## src/rtl/sort_sched.sv

```systemverilog
// Round-robin scheduler sharing the A* open-list sort engine between insert and pop-min requesters.
// Optional watchdog on the engine handshake is enabled by defining SORT_SCHED_WDOG_EN.
module sort_sched #(
    parameter int KEY_W = 16,
    parameter int ID_W  = 10,
    parameter int DEPTH = 64,
    parameter int CNT_W = 7
`ifdef SORT_SCHED_WDOG_EN
    ,
    parameter int WDOG_CYC = 255
`endif
) (
    input  logic             Clk,
    input  logic             Reset,
    input  logic             Ins_Req,
    input  logic [KEY_W-1:0] Ins_Key,
    input  logic [ID_W-1:0]  Ins_Id,
    output logic             Ins_Ack,
    input  logic             Pop_Req,
    output logic             Pop_Ack,
    output logic             Pop_Empty,
    output logic [KEY_W-1:0] Pop_Key,
    output logic [ID_W-1:0]  Pop_Id,
    input  logic             Flush,
    output logic             Full,
    output logic [CNT_W-1:0] Count,
    output logic             Srt_Start,
    output logic [1:0]       Srt_Op,
    output logic [KEY_W-1:0] Srt_Key,
    output logic [ID_W-1:0]  Srt_Id,
    input  logic             Srt_Done,
    input  logic [KEY_W-1:0] Srt_Key_Out,
    input  logic [ID_W-1:0]  Srt_Id_Out,
    output logic             Err
);

    typedef enum logic [1:0] {IDLE, ISSUE, WAIT, RESP} state_t;

    localparam logic [1:0] OP_INS = 2'b00;
    localparam logic [1:0] OP_POP = 2'b01;
    localparam logic [1:0] OP_CLR = 2'b10;
    localparam logic [CNT_W-1:0] CNT_MAX = CNT_W'(DEPTH);

    state_t            state, state_n;
    logic              last_pop, last_pop_n;
    logic [1:0]        op_n;
    logic [KEY_W-1:0]  key_n, pop_key_n;
    logic [ID_W-1:0]   id_n, pop_id_n;
    logic [CNT_W-1:0]  count_n;
    logic              start_n, ins_ack_n, pop_ack_n, empty_n, finish;
    logic              ins_ok, grant_pop;

`ifdef SORT_SCHED_WDOG_EN
    localparam int WD_W = $clog2(WDOG_CYC + 1);
    logic [WD_W-1:0] wdog, wdog_n;
    logic            err_n;
`endif

    // last_pop points at the requester served most recently; reset favours insert
    assign ins_ok    = Ins_Req && !Full;
    assign grant_pop = Pop_Req && (!ins_ok || !last_pop);

    always_comb begin
        state_n    = state;
        last_pop_n = last_pop;
        op_n       = Srt_Op;
        key_n      = Srt_Key;
        id_n       = Srt_Id;
        count_n    = Count;
        pop_key_n  = Pop_Key;
        pop_id_n   = Pop_Id;
        start_n    = 1'b0;
        ins_ack_n  = 1'b0;
        pop_ack_n  = 1'b0;
        empty_n    = 1'b0;
        finish     = 1'b0;
`ifdef SORT_SCHED_WDOG_EN
        err_n      = Err;
        wdog_n     = '0;
`endif
        case (state)
            IDLE: begin
                if (Flush) begin
                    op_n    = OP_CLR;
                    key_n   = '0;
                    id_n    = '0;
                    start_n = 1'b1;
                    state_n = ISSUE;
                end else if (grant_pop) begin
                    last_pop_n = 1'b1;
                    op_n       = OP_POP;
                    key_n      = '0;
                    id_n       = '0;
                    if (Count == '0) begin
                        pop_ack_n = 1'b1;
                        empty_n   = 1'b1;
                        state_n   = RESP;
                    end else begin
                        start_n = 1'b1;
                        state_n = ISSUE;
                    end
                end else if (ins_ok) begin
                    last_pop_n = 1'b0;
                    op_n       = OP_INS;
                    key_n      = Ins_Key;
                    id_n       = Ins_Id;
                    start_n    = 1'b1;
                    state_n    = ISSUE;
                end
            end
            ISSUE: state_n = WAIT;
            WAIT: begin
                if (Srt_Done) begin
                    finish  = 1'b1;
                    state_n = RESP;
                    if (Srt_Op == OP_POP) begin
                        pop_key_n = Srt_Key_Out;
                        pop_id_n  = Srt_Id_Out;
                    end
`ifdef SORT_SCHED_WDOG_EN
                end else if (wdog == WD_W'(WDOG_CYC - 1)) begin
                    // Give up on the engine: ack the requester, leave the count alone
                    err_n     = 1'b1;
                    state_n   = RESP;
                    ins_ack_n = (Srt_Op == OP_INS);
                    pop_ack_n = (Srt_Op == OP_POP);
                    empty_n   = (Srt_Op == OP_POP);
                end else begin
                    wdog_n = wdog + 1'b1;
`endif
                end
            end
            RESP:    state_n = IDLE;
            default: state_n = IDLE;
        endcase

        if (finish) begin
            case (Srt_Op)
                OP_INS: begin
                    ins_ack_n = 1'b1;
                    if (Count != CNT_MAX) count_n = Count + 1'b1;
                end
                OP_POP: begin
                    pop_ack_n = 1'b1;
                    if (Count != '0) count_n = Count - 1'b1;
                end
                OP_CLR:  count_n = '0;
                default: count_n = Count;
            endcase
        end
    end

    always_ff @(posedge Clk or negedge Reset) begin
        if (!Reset) begin
            state     <= IDLE;
            last_pop  <= 1'b1;
            Srt_Op    <= 2'b00;
            Srt_Key   <= '0;
            Srt_Id    <= '0;
            Srt_Start <= 1'b0;
            Count     <= '0;
            Full      <= 1'b0;
            Ins_Ack   <= 1'b0;
            Pop_Ack   <= 1'b0;
            Pop_Empty <= 1'b0;
            Pop_Key   <= '0;
            Pop_Id    <= '0;
        end else begin
            state     <= state_n;
            last_pop  <= last_pop_n;
            Srt_Op    <= op_n;
            Srt_Key   <= key_n;
            Srt_Id    <= id_n;
            Srt_Start <= start_n;
            Count     <= count_n;
            Full      <= (count_n == CNT_MAX);
            Ins_Ack   <= ins_ack_n;
            Pop_Ack   <= pop_ack_n;
            Pop_Empty <= empty_n;
            Pop_Key   <= pop_key_n;
            Pop_Id    <= pop_id_n;
        end
    end

`ifdef SORT_SCHED_WDOG_EN
    always_ff @(posedge Clk or negedge Reset) begin
        if (!Reset) begin
            wdog <= '0;
            Err  <= 1'b0;
        end else begin
            wdog <= wdog_n;
            Err  <= err_n;
        end
    end
`else
    assign Err = 1'b0;
`endif

endmodule

```

## config.mk

```make
export PLATFORM = sky130hd
export DESIGN_NAME = sort_sched
export DESIGN_NICKNAME = d
export VERILOG_FILES = /design/src/rtl/sort_sched.sv
export SDC_FILE = /design/constraint.sdc
export NUM_CORES = 1
export LEC_CHECK = 0
export ABC_AREA = 1
export BUFFER_PORTS_ARGS = -buffer_cell sky130_fd_sc_hd__buf_2
export CAP_MARGIN = 20
export CORE_MARGIN = 3
export CORE_UTILIZATION = 44
export DETAILED_ROUTE_END_ITERATION = 10
export MAX_ROUTING_LAYER = met4
export PLACE_DENSITY = 0.78
export REMOVE_ABC_BUFFERS = 1
export SYNTH_ARGS = -nofsm -noshare
export SYNTH_HDL_FRONTEND = slang
export SYNTH_SLANG_ARGS = --single-unit
export TNS_END_PERCENT = 50
```

## constraint.sdc

```tcl
create_clock -name Clk -period 1.6 [get_ports Clk]
set_input_delay 0.4 -clock Clk [delete_from_list [all_inputs] [get_ports Clk]]
set_output_delay 0.4 -clock Clk [all_outputs]
set_load 0.03 [all_outputs]
```

Yosys cells after proc, flatten, opt, wreduce, memory -nomap -nowiden
Cells that the tools add are included.
- add/sub/neg operators: 2
- eq/ne operators: 9
- muxes and demuxes: 36
- bitwise gates (word level): 1
- reduce and logical (&&, ||, !) cells: 16
- operators with widths (kind ; count):
    $mux W16 ; 3
    $mux W10 ; 3
    $mux W7 ; 3
    $pmux W7 S3 ; 1
    $mux W1 ; 17
    $mux W2 ; 8
    $pmux W2 S4 ; 1
    $add A7 B1 Y7 const B ; 1
    $eq A7 B7 Y1 const B ; 1
    $logic_not A7 Y1 ; 1
    $ne A7 B7 Y1 const B ; 1
    $reduce_bool A7 Y1 ; 1
    $sub A7 B1 Y7 const B ; 1
    $eq A2 B2 Y1 const B ; 3
    $reduce_and A3 Y1 ; 2
    $eq A2 B1 Y1 const B ; 2
    $logic_not A2 Y1 ; 2
    $ne A4 B4 Y1 const B ; 1
    $reduce_and A2 Y1 ; 2
    $logic_not A1 Y1 ; 3
    $reduce_bool A3 Y1 ; 1
    $logic_and A1 B1 Y1 ; 2
    $ne A2 B2 Y1 const B ; 1
    $reduce_bool A2 Y1 ; 1
    other kinds (2) ; 2
- register bits: 69
- bits of input ports: 58
- output and inout bits: 67

Depth between registers and ports, before layout
Gate-level depths: netlist of the first run.
- depth after elaboration: 10
- depth in mapped cells: 12

Worst setup path before layout of the first run
OpenSTA, ideal clock, no wires.
- path type: flip-flop to flip-flop
- start: reg Count[0]
- end: reg Full
- library setup time: 0.071 ns
- arrival time: 1.669 ns
- data required time: 1.529 ns
- slack: -0.141 ns
- stages on the path, launching flop included: 13
- path buffers: 0
- clock period less this slack: 1.741 ns
- cell sequence: dfrtp_1 -> inv_1 -> ha_1 -> nand2_1 -> nor2_2 -> nand2_1 -> nand2_1 -> nand2_1 -> nand2_1 -> nand2_1 -> a21oi_1 -> nand2_1 -> nor2_1
- longest elaborated chain between the ends: 5
- ends and longest elaborated chain (item ; line ; text):
    from (decl) ; 26 ; output logic [CNT_W-1:0] Count,
    from (signal assigned) ; 175 ; Count <= count_n;
    $sub A7 B1 Y7, or another cell as far along ; 145 ; if (Count != '0) count_n = Count - 1'b1;
    $mux W7 (on tied branches) ; 145, 141 ;
    $pmux W7 S3 (*) ; 138 ; case (Srt_Op)
    $mux W7 (*) ; 137 ; if (finish) begin
    net count_n[1] ; 49 ; logic [CNT_W-1:0] count_n;
    $eq A7 B7 Y1 (*) ; 176 ; Full <= (count_n == CNT_MAX);
    to (signal assigned) ; 176 ;
    to (decl) ; 25 ; output logic Full,
The timed path passes the listed nets; every way through them passes the cells marked *.
A chain may end at the register's enable or synchronous reset.

Worst setup path after layout of the first run
- start: reg Count[2]
- end: reg Full
- longest elaborated chain between the ends: 5
- ends and longest elaborated chain (item ; line):
    $sub A7 B1 Y7, or another cell as far along ; 145
    $mux W7 (on tied branches) ; 145, 141
    $pmux W7 S3 ; 138
    $mux W7 (*) ; 137
    $eq A7 B7 Y1 (*) ; 176
Every way passes the cells marked *; elsewhere a longest branch is shown, timed or not.

==> results of run 1 <==
-- kinds of logic (layout without fill, tap and decap cells) --
logic type	after synthesis	in the layout
and+or+nand+nor	251	251
AOI/OAI and AO/OA	15	15
other	1	1
buffers and inverters	45	195
DFF	69	69
adders and majority gates	4	4
xor gates and xnor gates	2	2
-- registers in the layout, summed over array words and instances, names as in the netlist --
name / flops
Full: 1
Srt_Key: 16
Srt_Start: 1
Pop_Ack: 1
Ins_Ack: 1
Srt_Id: 10
Srt_Op: 2
last_pop: 1
Count: 7
state: 2
Pop_Id: 10
Pop_Key: 16
Pop_Empty: 1
-- per-stage QoR --
step | setup slack [ns] | power [uW] | utilization | hold WS (ns) | instance area (um2)
after floorplan | -2.018 | 6082 | - | 0.1044 | 3040
after global placement | 0.006216 | 7772 | 0.5855 | 0.4471 | 4000
after detailed placement | -0.05628 | 7864 | 0.5855 | 0.4539 | 4000
after CTS | 0.004044 | 9451 | 0.6183 | 0.08037 | 4224
after global routing | -0.06537 | 10210 | 0.6282 | 0.07852 | 4292
final | 0.05077 | 9559 | 0.6282 | 0.07797 | 4292
-- per-layer routing --
metal  track usage  share of wire  vias up
met3       0.04519          0.064       12
li1              -              -     1495
met5             -              0        -
met2        0.3354           0.50      118
met1        0.2770           0.42     1446
met4       0.07015          0.013        0
-- final timing paths --
kind / start / endpoint
worst min register to register: Pop_Id[0] / Pop_Id[0]
worst max register to register: Count[2] / Full
min in group Clk: Srt_Key_Out[7] / Pop_Key[7]
max in group asynchronous: Reset / last_pop
worst max-delay path: Count[2] / Full
worst min-delay path: Reset / Srt_Key[12]
-- Yosys cell counts --
cell type	instances	area, um2
sky130_fd_sc_hd__o21ai_0	5	25.02
sky130_fd_sc_hd__dfstp_2	1	26.28
sky130_fd_sc_hd__ha_1	4	50.05
sky130_fd_sc_hd__inv_1	26	97.59
sky130_fd_sc_hd__buf_4	1	7.510
sky130_fd_sc_hd__nor2_2	3	18.77
sky130_fd_sc_hd__nand3_1	43	215.2
sky130_fd_sc_hd__buf_2	7	35.03
sky130_fd_sc_hd__nor2_1	13	48.80
sky130_fd_sc_hd__a21oi_1	6	30.03
sky130_fd_sc_hd__inv_2	4	15.01
sky130_fd_sc_hd__nand2_1	182	683.2
sky130_fd_sc_hd__a21oi_2	1	8.760
sky130_fd_sc_hd__clkbuf_1	3	11.26
sky130_fd_sc_hd__xor2_1	2	17.52
sky130_fd_sc_hd__nor4_1	1	6.260
sky130_fd_sc_hd__nand4_1	5	31.28
sky130_fd_sc_hd__nand3b_1	1	7.510
sky130_fd_sc_hd__a31oi_1	1	6.260
sky130_fd_sc_hd__dfrtp_1	68	1702
sky130_fd_sc_hd__buf_1	4	15.01
sky130_fd_sc_hd__nor2_4	3	33.78
sky130_fd_sc_hd__o22ai_1	1	6.260
sky130_fd_sc_hd__conb_1	1	3.750
sky130_fd_sc_hd__a22oi_1	1	7.510
-- power breakdown --
part           internal (uW)  leakage, uW  total, uW  switching (uW)
Clock                    882     0.000106       1550             670
Combinational           1570      0.00152       5020            3450
Sequential              2540     0.000902       2990             444
Total                   4990      0.00253       9560            4570
-- worst reg2reg max path, stage by stage, from the launching register on --
cell and delay, ns:
sky130_fd_sc_hd__dfrtp_1 0.39, sky130_fd_sc_hd__buf_4 0.18, sky130_fd_sc_hd__inv_2 0.08, sky130_fd_sc_hd__nand2_1 0.07
sky130_fd_sc_hd__nor2_2 0.12, sky130_fd_sc_hd__buf_4 0.14, sky130_fd_sc_hd__nand2_1 0.05, sky130_fd_sc_hd__nand3_1 0.06
sky130_fd_sc_hd__nand2_1 0.06, sky130_fd_sc_hd__nor2_2 0.11, sky130_fd_sc_hd__a21oi_1 0.06, sky130_fd_sc_hd__nand2_1 0.09
sky130_fd_sc_hd__nor2_1 0.04
-- final cells by class --
type	instances	share of cell area
tap	96	0.02799
timing repair buffer	149	0.1974
clock inverter	7	0.02274
inverter	30	0.02624
multi-input combinational	273	0.2939
sequential	69	0.4029
clock buffer	9	0.02886
-- timing repair --
action                     4_1_cts  5_1_grt
resized for setup                1       19
buffers inserted                 0        0
setup endpoints to repair        1       16
pin swaps                        0        3
==> qor.csv, run 1 <==
stage;metric;value;unit
run_status;run status;finished clean;
placement;Port-buffer cells;123;
final_layout;filler instances;619;
worst_setup_path;CP endpoint kind;flop;
synth;synthesized cell area;3109;um2
sta;Final setup viols;0;
synth;combinational family with the most area after synthesis;simple AND/OR/NAND/NOR gates;
power;worst ir drop on vdd;1.303;mV
worst_setup_path;cell occurring most often along the worst timing path;sky130_fd_sc_hd__nand2_1;
placement;total instance count after detailed placement;617;
sta;fmax;645.5;MHz
die;I/O Pins;125;
worst_setup_path;sort of element at the start of the critical path;flop;
power;Pwr Density;2227;nW/um2
clock_tree;TritonCTS clock tree;built;
routing;total via count after detailed routing;3071;
final_layout;commonest non-fill, non-tap cell in the layout;sky130_fd_sc_hd__nand2_1;
worst_setup_path;path type of the worst setup path;reg -> reg;
worst_setup_path;register-to-register setup slack;0.05;ns
grt;first-pass GRT wire length;13.88;mm
clock_tree;number of clock sinks seen by CTS;69;
worst_setup_path;kind of cell adding the most delay to the critical path;simple AND/OR/NAND/NOR gates;
clock_tree;number of clock buffers inserted by TritonCTS;9;
placement;hpwl dp;6.238;mm
grt;GRT Total Usage;0.2133;
clock_tree;Root Buffer;sky130_fd_sc_hd__clkbuf_8;
sta;Final Hold Viols;0;
synth;post-synthesis share of cell area spent on and, or, nand and nor gates;0.3360;
final_layout;share of post-route cells with drive strength above 1;0.3575;
final_layout;multi-input gate area in the final layout;1261;um2
grt;antenna violations before repair;0;
synth;xor/xnor cell area share of the yosys netlist;0.005634;
die;placeable core region;6832;um2
sta;skew final;0.008800;ns
synth;Distinct cells, synth;25;
grt;vias in the first global route;2924;
final_layout;net count of the finished layout;594;
worst_setup_path;largest fanout on the critical path;6;
synth;Syn Area/Cell;8.034;um2
worst_setup_path;WP depth;12;
sta;portion of the clock cycle consumed by the worst path in the final layout;0.9683;
run;number of max-cap violations;0;
sta;TNS Setup;0;ns
sta;setup repair after global routing missed its margin;true;
power;standby leakage power;0.002528;uW
die;total number of placement rows;30;
final_layout;area taken by flip-flops and latches;1729;um2
synth;synthesized instance count;387;
synth;Yosys reg bits;69;
worst_setup_path;largest stage delay on the critical path;0.39;ns
final_layout;synth-to-layout area growth;38.03;%
routing;final WL;8.495;mm
worst_setup_path;depth of the worst register-to-register path;12;
worst_setup_path;critical path arrival;1.78;ns
final_layout;non-filler instance count after layout;633;
routing;Routed WL per cell;13.42;um
routing;post-detailed-route count of antenna-violating nets;0;
routing;Vias/cell;4.852;
die;area of the die;8111;um2
clock_tree;clk slew on worst S/H paths;0.08;ns
worst_setup_path;Cell Chain, Critical Path;buf_4, inv_2, nand2_1, nor2_2, buf_4, nand2_1, nand3_1, nand2_1, nor2_2, a21oi_1, nand2_1, nor2_1;
worst_setup_path;CP Buf/Inv Count;3;
sta;final slew viol count;0;
final_layout;top library cells by usage in the layout, fill and taps aside;180 x sky130_fd_sc_hd__nand2_1, 123 x sky130_fd_sc_hd__buf_2, 67 x sky130_fd_sc_hd__dfrtp_1, 42 x sky130_fd_sc_hd__nand3_1, 25 x sky130_fd_sc_hd__inv_1;
synth;share of synthesized area spent on multiplexers;0;
synth;post-synthesis sequential area ratio;0.5557;
hold_path;type of the worst min-delay path;in -> async;
routing;Remaining DRCs;0;
sta;crit path time final;1.549;ns
clock_tree;depth of the CTS H-tree;3;
routing;initial detailed-routing violation count;126;
synth;area fraction in compound gates after synthesis;0.02696;
routing;first-pass detailed-route iteration total;4;
die;horizontal die dimension;90.06;um
synth;Synthesis Warnings;0;
grt;pin count of the biggest net entering global routing;70;
clock_tree;Skew-Pair Late Insertion Delay;0.34;ns
synth;post-synthesis adder-cell area fraction;0.01610;
clock_tree;number of buffers between clock root and the deepest sink;2;
placement;final estimated routing congestion in global placement;0.9338;
die;vertical extent of the die;90.06;um
worst_setup_path;worst path required time;1.83;ns
die;initial standard-cell utilization of the core;0.4551;
final_layout;antenna diode instance count;0;
worst_setup_path;cell at the slowest stage of the critical path;sky130_fd_sc_hd__dfrtp_1;
clock_tree;number of buffers added to fix hold violations after cts;0;
grt;sum of overflow across all layers after global routing;0;
Note: power is estimated with default switching activity, not from simulation.
==> inputs of run 2 (changes only) <==
- CORE_UTILIZATION: 44 -> 52
- PLACE_DENSITY: 0.78 -> 0.86
- clock period: 1.6 -> 1.8 ns (I/O delays scaled with it)
==> qor.csv, run 2 (synthesis gave the netlist of run 1 again) <==
stage;metric;value;unit
worst_setup_path;worst path required time;2.07;ns
worst_setup_path;depth of the worst register-to-register path;10;
worst_setup_path;path type of the worst setup path;reg -> reg;
grt;GRT Total Usage;0.2545;
final_layout;final design utilization;0.7294;
worst_setup_path;critical path arrival;1.91;ns
clock_tree;number of clock sinks seen by CTS;69;
grt;first-pass GRT wire length;13.74;mm
power;worst ir drop on vdd;1.013;mV
grt;antenna violations before repair;0;
final_layout;top library cells by usage in the layout, fill and taps aside;180 x sky130_fd_sc_hd__nand2_1, 123 x sky130_fd_sc_hd__buf_2, 68 x sky130_fd_sc_hd__dfrtp_1, 43 x sky130_fd_sc_hd__nand3_1, 26 x sky130_fd_sc_hd__inv_1;
die;total number of placement rows;27;
die;placeable core region;5642;um2
worst_setup_path;register-to-register setup slack;0.16;ns
final_layout;synth-to-layout area growth;32.35;%
power;standby leakage power;0.002464;uW
worst_setup_path;startpoint of the worst-slack reg-to-reg timing path;Count[0];
sta;crit path time final;1.641;ns
sta;skew final;0.006153;ns
die;initial standard-cell utilization of the core;0.5511;
worst_setup_path;Critical Path Start;Count[0];
sta;final slew viol count;0;
worst_setup_path;endpoint of the most critical setup path;Full;
final_layout;antenna diode instance count;0;
power;Pwr Density;1990;nW/um2
sta;Final setup viols;0;
routing;total via count after detailed routing;2969;
clock_tree;TritonCTS clock tree;built;
worst_setup_path;end of the worst register-to-register path;Full;
routing;initial detailed-routing violation count;279;
sta;Final Hold Viols;0;
final_layout;share of post-route cells with drive strength above 1;0.3226;
power;clock group share of total power;0.152;
worst_setup_path;CP endpoint kind;flop;
power;combinational fraction of design power;0.514;
clock_tree;clk slew on worst S/H paths;0.07;ns
clock_tree;depth of the CTS H-tree;3;
placement;hpwl dp;6.059;mm
run;number of max-cap violations;0;
worst_setup_path;sort of element at the start of the critical path;flop;
grt;sum of overflow across all layers after global routing;0;
power;portion of total power attributed to sequential cells;0.334;
run_status;run status;finished clean;
routing;final WL;8.354;mm
routing;Remaining DRCs;0;
clock_tree;number of buffers between clock root and the deepest sink;2;
hold_path;type of the worst min-delay path;in -> async;
clock_tree;Skew-Pair Late Insertion Delay;0.33;ns
die;I/O Pins;125;
die;area of the die;6943;um2
power;net switching fraction of the power;0.4866;
placement;final estimated routing congestion in global placement;0.9591;
sta;TNS Setup;0;ns
die;horizontal die dimension;83.33;um
clock_tree;number of buffers added to fix hold violations after cts;0;
sta;setup repair after global routing missed its margin;false;
sta;portion of the clock cycle consumed by the worst path in the final layout;0.9119;
final_layout;largest registers;Pop_Key x16, Srt_Key x16;
routing;Vias/cell;4.957;
sta;fmax;609.3;MHz
die;vertical extent of the die;83.33;um
clock_tree;number of clock buffers inserted by TritonCTS;9;
power;internal power component;4205;uW
placement;Port-buffer cells;123;
final_layout;net count of the finished layout;584;
routing;Routed WL per cell;13.95;um
grt;pin count of the biggest net entering global routing;70;
worst_setup_path;largest fanout on the critical path;5;
final_layout;commonest non-fill, non-tap cell in the layout;sky130_fd_sc_hd__nand2_1;
power;Net Sw Power;3985;uW
routing;first-pass detailed-route iteration total;4;
routing;post-detailed-route count of antenna-violating nets;0;
clock_tree;Root Buffer;sky130_fd_sc_hd__clkbuf_8;
grt;vias in the first global route;2819;
[run 2: cell count changes in the layout (fill, tap and decap cells not counted), moves of 3 or more]
cell,change
sky130_fd_sc_hd__buf_6,-3
sky130_fd_sc_hd__nor2_1,+3
sky130_fd_sc_hd__buf_4,-7
sky130_fd_sc_hd__nor2_2,-3
[run 2: how the worst min path moves through the flow]
stage,startpoint,to,slack [ns]
floorplan,Reset,Count[0],0.15
global placement,Pop_Id[4],Pop_Id[4],0.45
detailed placement,Pop_Id[7],Pop_Id[7],0.46
CTS,Reset,Srt_Key[2],0.14
global route,Reset,Pop_Key[5],0.15
finish,Reset,Pop_Key[5],0.11
[run 2: critical path, cell delays in order (launching register included)]
cell                      delay [ns]
sky130_fd_sc_hd__dfrtp_1        0.42
sky130_fd_sc_hd__inv_1          0.13
sky130_fd_sc_hd__ha_4           0.17
sky130_fd_sc_hd__nand2_1        0.07
sky130_fd_sc_hd__nor2_1         0.21
sky130_fd_sc_hd__nor2_1         0.09
sky130_fd_sc_hd__nand2_1        0.06
sky130_fd_sc_hd__nand2_1        0.05
sky130_fd_sc_hd__a21oi_1        0.19
sky130_fd_sc_hd__nand3_1        0.09
sky130_fd_sc_hd__nor2_1         0.09
[run 2: final cells by class]
| class | instances | area (um2) |
|---|---|---|
| inverter | 30 | 112.6 |
| fill | 438 | 1526 |
| timing repair buffer | 139 | 760.7 |
| clock buffer | 12 | 145.1 |
| tap | 72 | 90.09 |
| clock inverter | 4 | 47.55 |
| multi-input combinational | 273 | 1231 |
| sequential | 69 | 1728 |
[run 2: through the flow]
| stage | cell area (um2) | instances | hold WS [ns] | total power [uW] | setup slack [ns] |
|---|---|---|---|---|---|
| final | 4115 | 599 | 0.1144 | 8191 | 0.1586 |
| after global routing | 4115 | 599 | 0.1472 | 8749 | 0.01176 |
| after CTS | 4080 | 598 | 0.1419 | 8133 | 0.09674 |
| after detailed placement | 3887 | 582 | 0.4566 | 6879 | 0.09849 |
| after global placement | 3887 | 582 | 0.4497 | 6785 | 0.1651 |
| after floorplan | 3040 | 372 | 0.1544 | 5406 | -1.818 |
[run 2: timing repair]
item	4_1_cts	5_1_grt
resized for setup	0	6
setup endpoints to repair	0	2
setup buffers	0	1
[run 2: power groups by stage]
| stage | Sequential [uW] | Clock (uW) | Combinational, uW |
|---|---|---|---|
| global route | 2830 | 1340 | 4580 |
| detailed placement | 2740 | 0 | 4140 |
| finish | 2730 | 1250 | 4210 |
| CTS | 2710 | 1260 | 4160 |
| global placement | 2710 | 0 | 4080 |
| floorplan | 4070 | 0 | 1340 |
[run 2: metal layers]
| layer | GRT usage | routed length [um] | vias to the layer above |
|---|---|---|---|
| met5 | - | 0 | - |
| met4 | 0.1129 | 148 | 0 |
| met3 | 0.05556 | 630 | 13 |
| met2 | 0.3761 | 3905 | 131 |
| met1 | 0.3392 | 3669 | 1351 |
| li1 | - | - | 1474 |
==> inputs of run 3 (changes only) <==
- PLACE_DENSITY: 0.86 -> 0.85
==> qor.csv, run 3 (synthesis gave the netlist of run 1 again) <==
stage;metric;value;unit
clock_tree;number of clock buffers inserted by TritonCTS;9;
routing;initial detailed-routing violation count;217;
power;standby leakage power;0.002460;uW
run_status;run status;finished clean;
grt;GRT Total Usage;0.2655;
routing;first-pass detailed-route iteration total;5;
worst_setup_path;largest fanout on the critical path;5;
grt;global-route track usage on met1;0.3338;
final_layout;largest registers;Pop_Key x16, Srt_Key x16;
final_layout;top library cells by usage in the layout, fill and taps aside;180 x sky130_fd_sc_hd__nand2_1, 123 x sky130_fd_sc_hd__buf_2, 68 x sky130_fd_sc_hd__dfrtp_1, 43 x sky130_fd_sc_hd__nand3_1, 24 x sky130_fd_sc_hd__inv_1;
worst_setup_path;path type of the worst setup path;reg -> out;
worst_setup_path;depth of the worst register-to-register path;11;
hold_path;type of the worst min-delay path;in -> async;
sta;max-slew headroom at the worst pin;0.6393;
clock_tree;TritonCTS clock tree;built;
die;total number of placement rows;27;
placement;hpwl dp;6.284;mm
routing;post-detailed-route count of antenna-violating nets;0;
worst_setup_path;CP endpoint kind;output pin;
die;vertical extent of the die;83.33;um
grt;global-route met2 utilization;0.4001;
final_layout;commonest non-fill, non-tap cell in the layout;sky130_fd_sc_hd__nand2_1;
die;area of the die;6943;um2
sta;TNS Setup;0;ns
worst_setup_path;startpoint of the worst-slack reg-to-reg timing path;state[0];
clock_tree;number of buffers between clock root and the deepest sink;2;
final_layout;share of post-route cells with drive strength above 1;0.3289;
clock_tree;number of clock sinks seen by CTS;69;
worst_setup_path;end of the worst register-to-register path;Full;
sta;skew final;0.007510;ns
sta;post-route worst setup slack;0.1308;ns
die;placeable core region;5642;um2
die;I/O Pins;125;
grt;sum of overflow across all layers after global routing;0;
grt;pin count of the biggest net entering global routing;30;
worst_setup_path;sort of element at the start of the critical path;flop;
clock_tree;number of buffers added to fix hold violations after cts;0;
power;worst ir drop on vdd;1.162;mV
grt;vias in the first global route;2950;
final_layout;net count of the finished layout;583;
clock_tree;depth of the CTS H-tree;3;
grt;first-pass GRT wire length;14.37;mm
run;number of max-cap violations;0;
worst_setup_path;worst path required time;1.35;ns
grt;routing layer with the top usage in global route;met2;
sta;crit path time final;1.669;ns
final_layout;synth-to-layout area growth;32.88;%
routing;total via count after detailed routing;3061;
clock_tree;Skew-Pair Late Insertion Delay;0.35;ns
grt;antenna violations before repair;0;
sta;portion of the clock cycle consumed by the worst path in the final layout;0.9273;
sta;Worst Max-Slew Pin Slew;0.5410;ns
sta;Final Hold Viols;0;
sta;fmax;599.1;MHz
placement;Port-buffer cells;123;
sta;Final setup viols;0;
die;initial standard-cell utilization of the core;0.5511;
routing;final WL;8.642;mm
final_layout;antenna diode instance count;0;
power;Pwr Density;1992;nW/um2
placement;final estimated routing congestion in global placement;1.034;
routing;Vias/cell;5.119;
sta;final slew viol count;0;
worst_setup_path;critical path arrival;1.22;ns
die;horizontal die dimension;83.33;um
sta;setup repair after global routing missed its margin;false;
clock_tree;Root Buffer;sky130_fd_sc_hd__clkbuf_8;
routing;Remaining DRCs;0;
grt;met3 GRT Util;0.08234;
clock_tree;clk slew on worst S/H paths;0.08;ns
worst_setup_path;register-to-register setup slack;0.13;ns
routing;Routed WL per cell;14.45;um
placement;Worst Setup Slack post-DPL;0.06166;ns
==> run 3: cell count changes in the layout (fill, tap and decap cells not counted), sizes merged <==
cell / before / now
buf: 139 / 138
==> run 3: metrics by stage <==
step	instances	hold slack, ns	utilization	power [uW]	cell area (um2)
after floorplan	372	0.1544	-	5406	3040
after global placement	580	0.4488	0.6886	6717	3885
after detailed placement	580	0.4536	0.6886	6840	3885
final	598	0.06878	0.7323	8231	4131
after CTS	597	0.08073	0.7241	8135	4085
after global routing	598	0.09510	0.7323	8781	4131
==> run 3: timing repair <==
action / 4_1_cts / 5_1_grt
endpoints found under the setup margin: 1 / 1
gates resized for setup: 0 / 11
buffers inserted: 1 / 1
==> run 3: how the worst max path moves through the flow <==
stage                         from  endpoint  slack [ns]  cells past startpoint
after CTS                 state[0]      Full        0.02                     11
after detailed placement  Count[0]      Full        0.06                     12
after floorplan               Full  last_pop       -1.82                      8
after global routing      Count[1]      Full      0.0006                     12
after global placement    Count[0]      Full        0.18                     12
final                     Count[4]  Count[4]        0.13                      2
==> run 3: worst max-delay path: stages, from the launching register on <==
cell and delay, ns:
sky130_fd_sc_hd__dfrtp_1 0.48, sky130_fd_sc_hd__buf_4 0.19, sky130_fd_sc_hd__buf_2 0.19
==> run 3: area by class of cell <==
type / count / area, um2
clock inverter: 4 / 47.55
sequential: 69 / 1728
multi-input combinational: 273 / 1242
tap: 72 / 90.09
timing repair buffer: 138 / 765.7
clock buffer: 12 / 145.1
inverter: 30 / 112.6
fill: 420 / 1510
==> run 3: power breakdown <==
| part | internal (uW) | switching (uW) |
|---|---|---|
| clock | 674 | 584 |
| combinational | 1260 | 2980 |
| sequential | 2260 | 476 |
==> run 3: layer usage <==
metal | up-vias | share of wire
li1 | 1473 | -
met3 | 32 | 0.089
met2 | 148 | 0.49
met5 | - | 0
met4 | 0 | 0.035
met1 | 1408 | 0.39
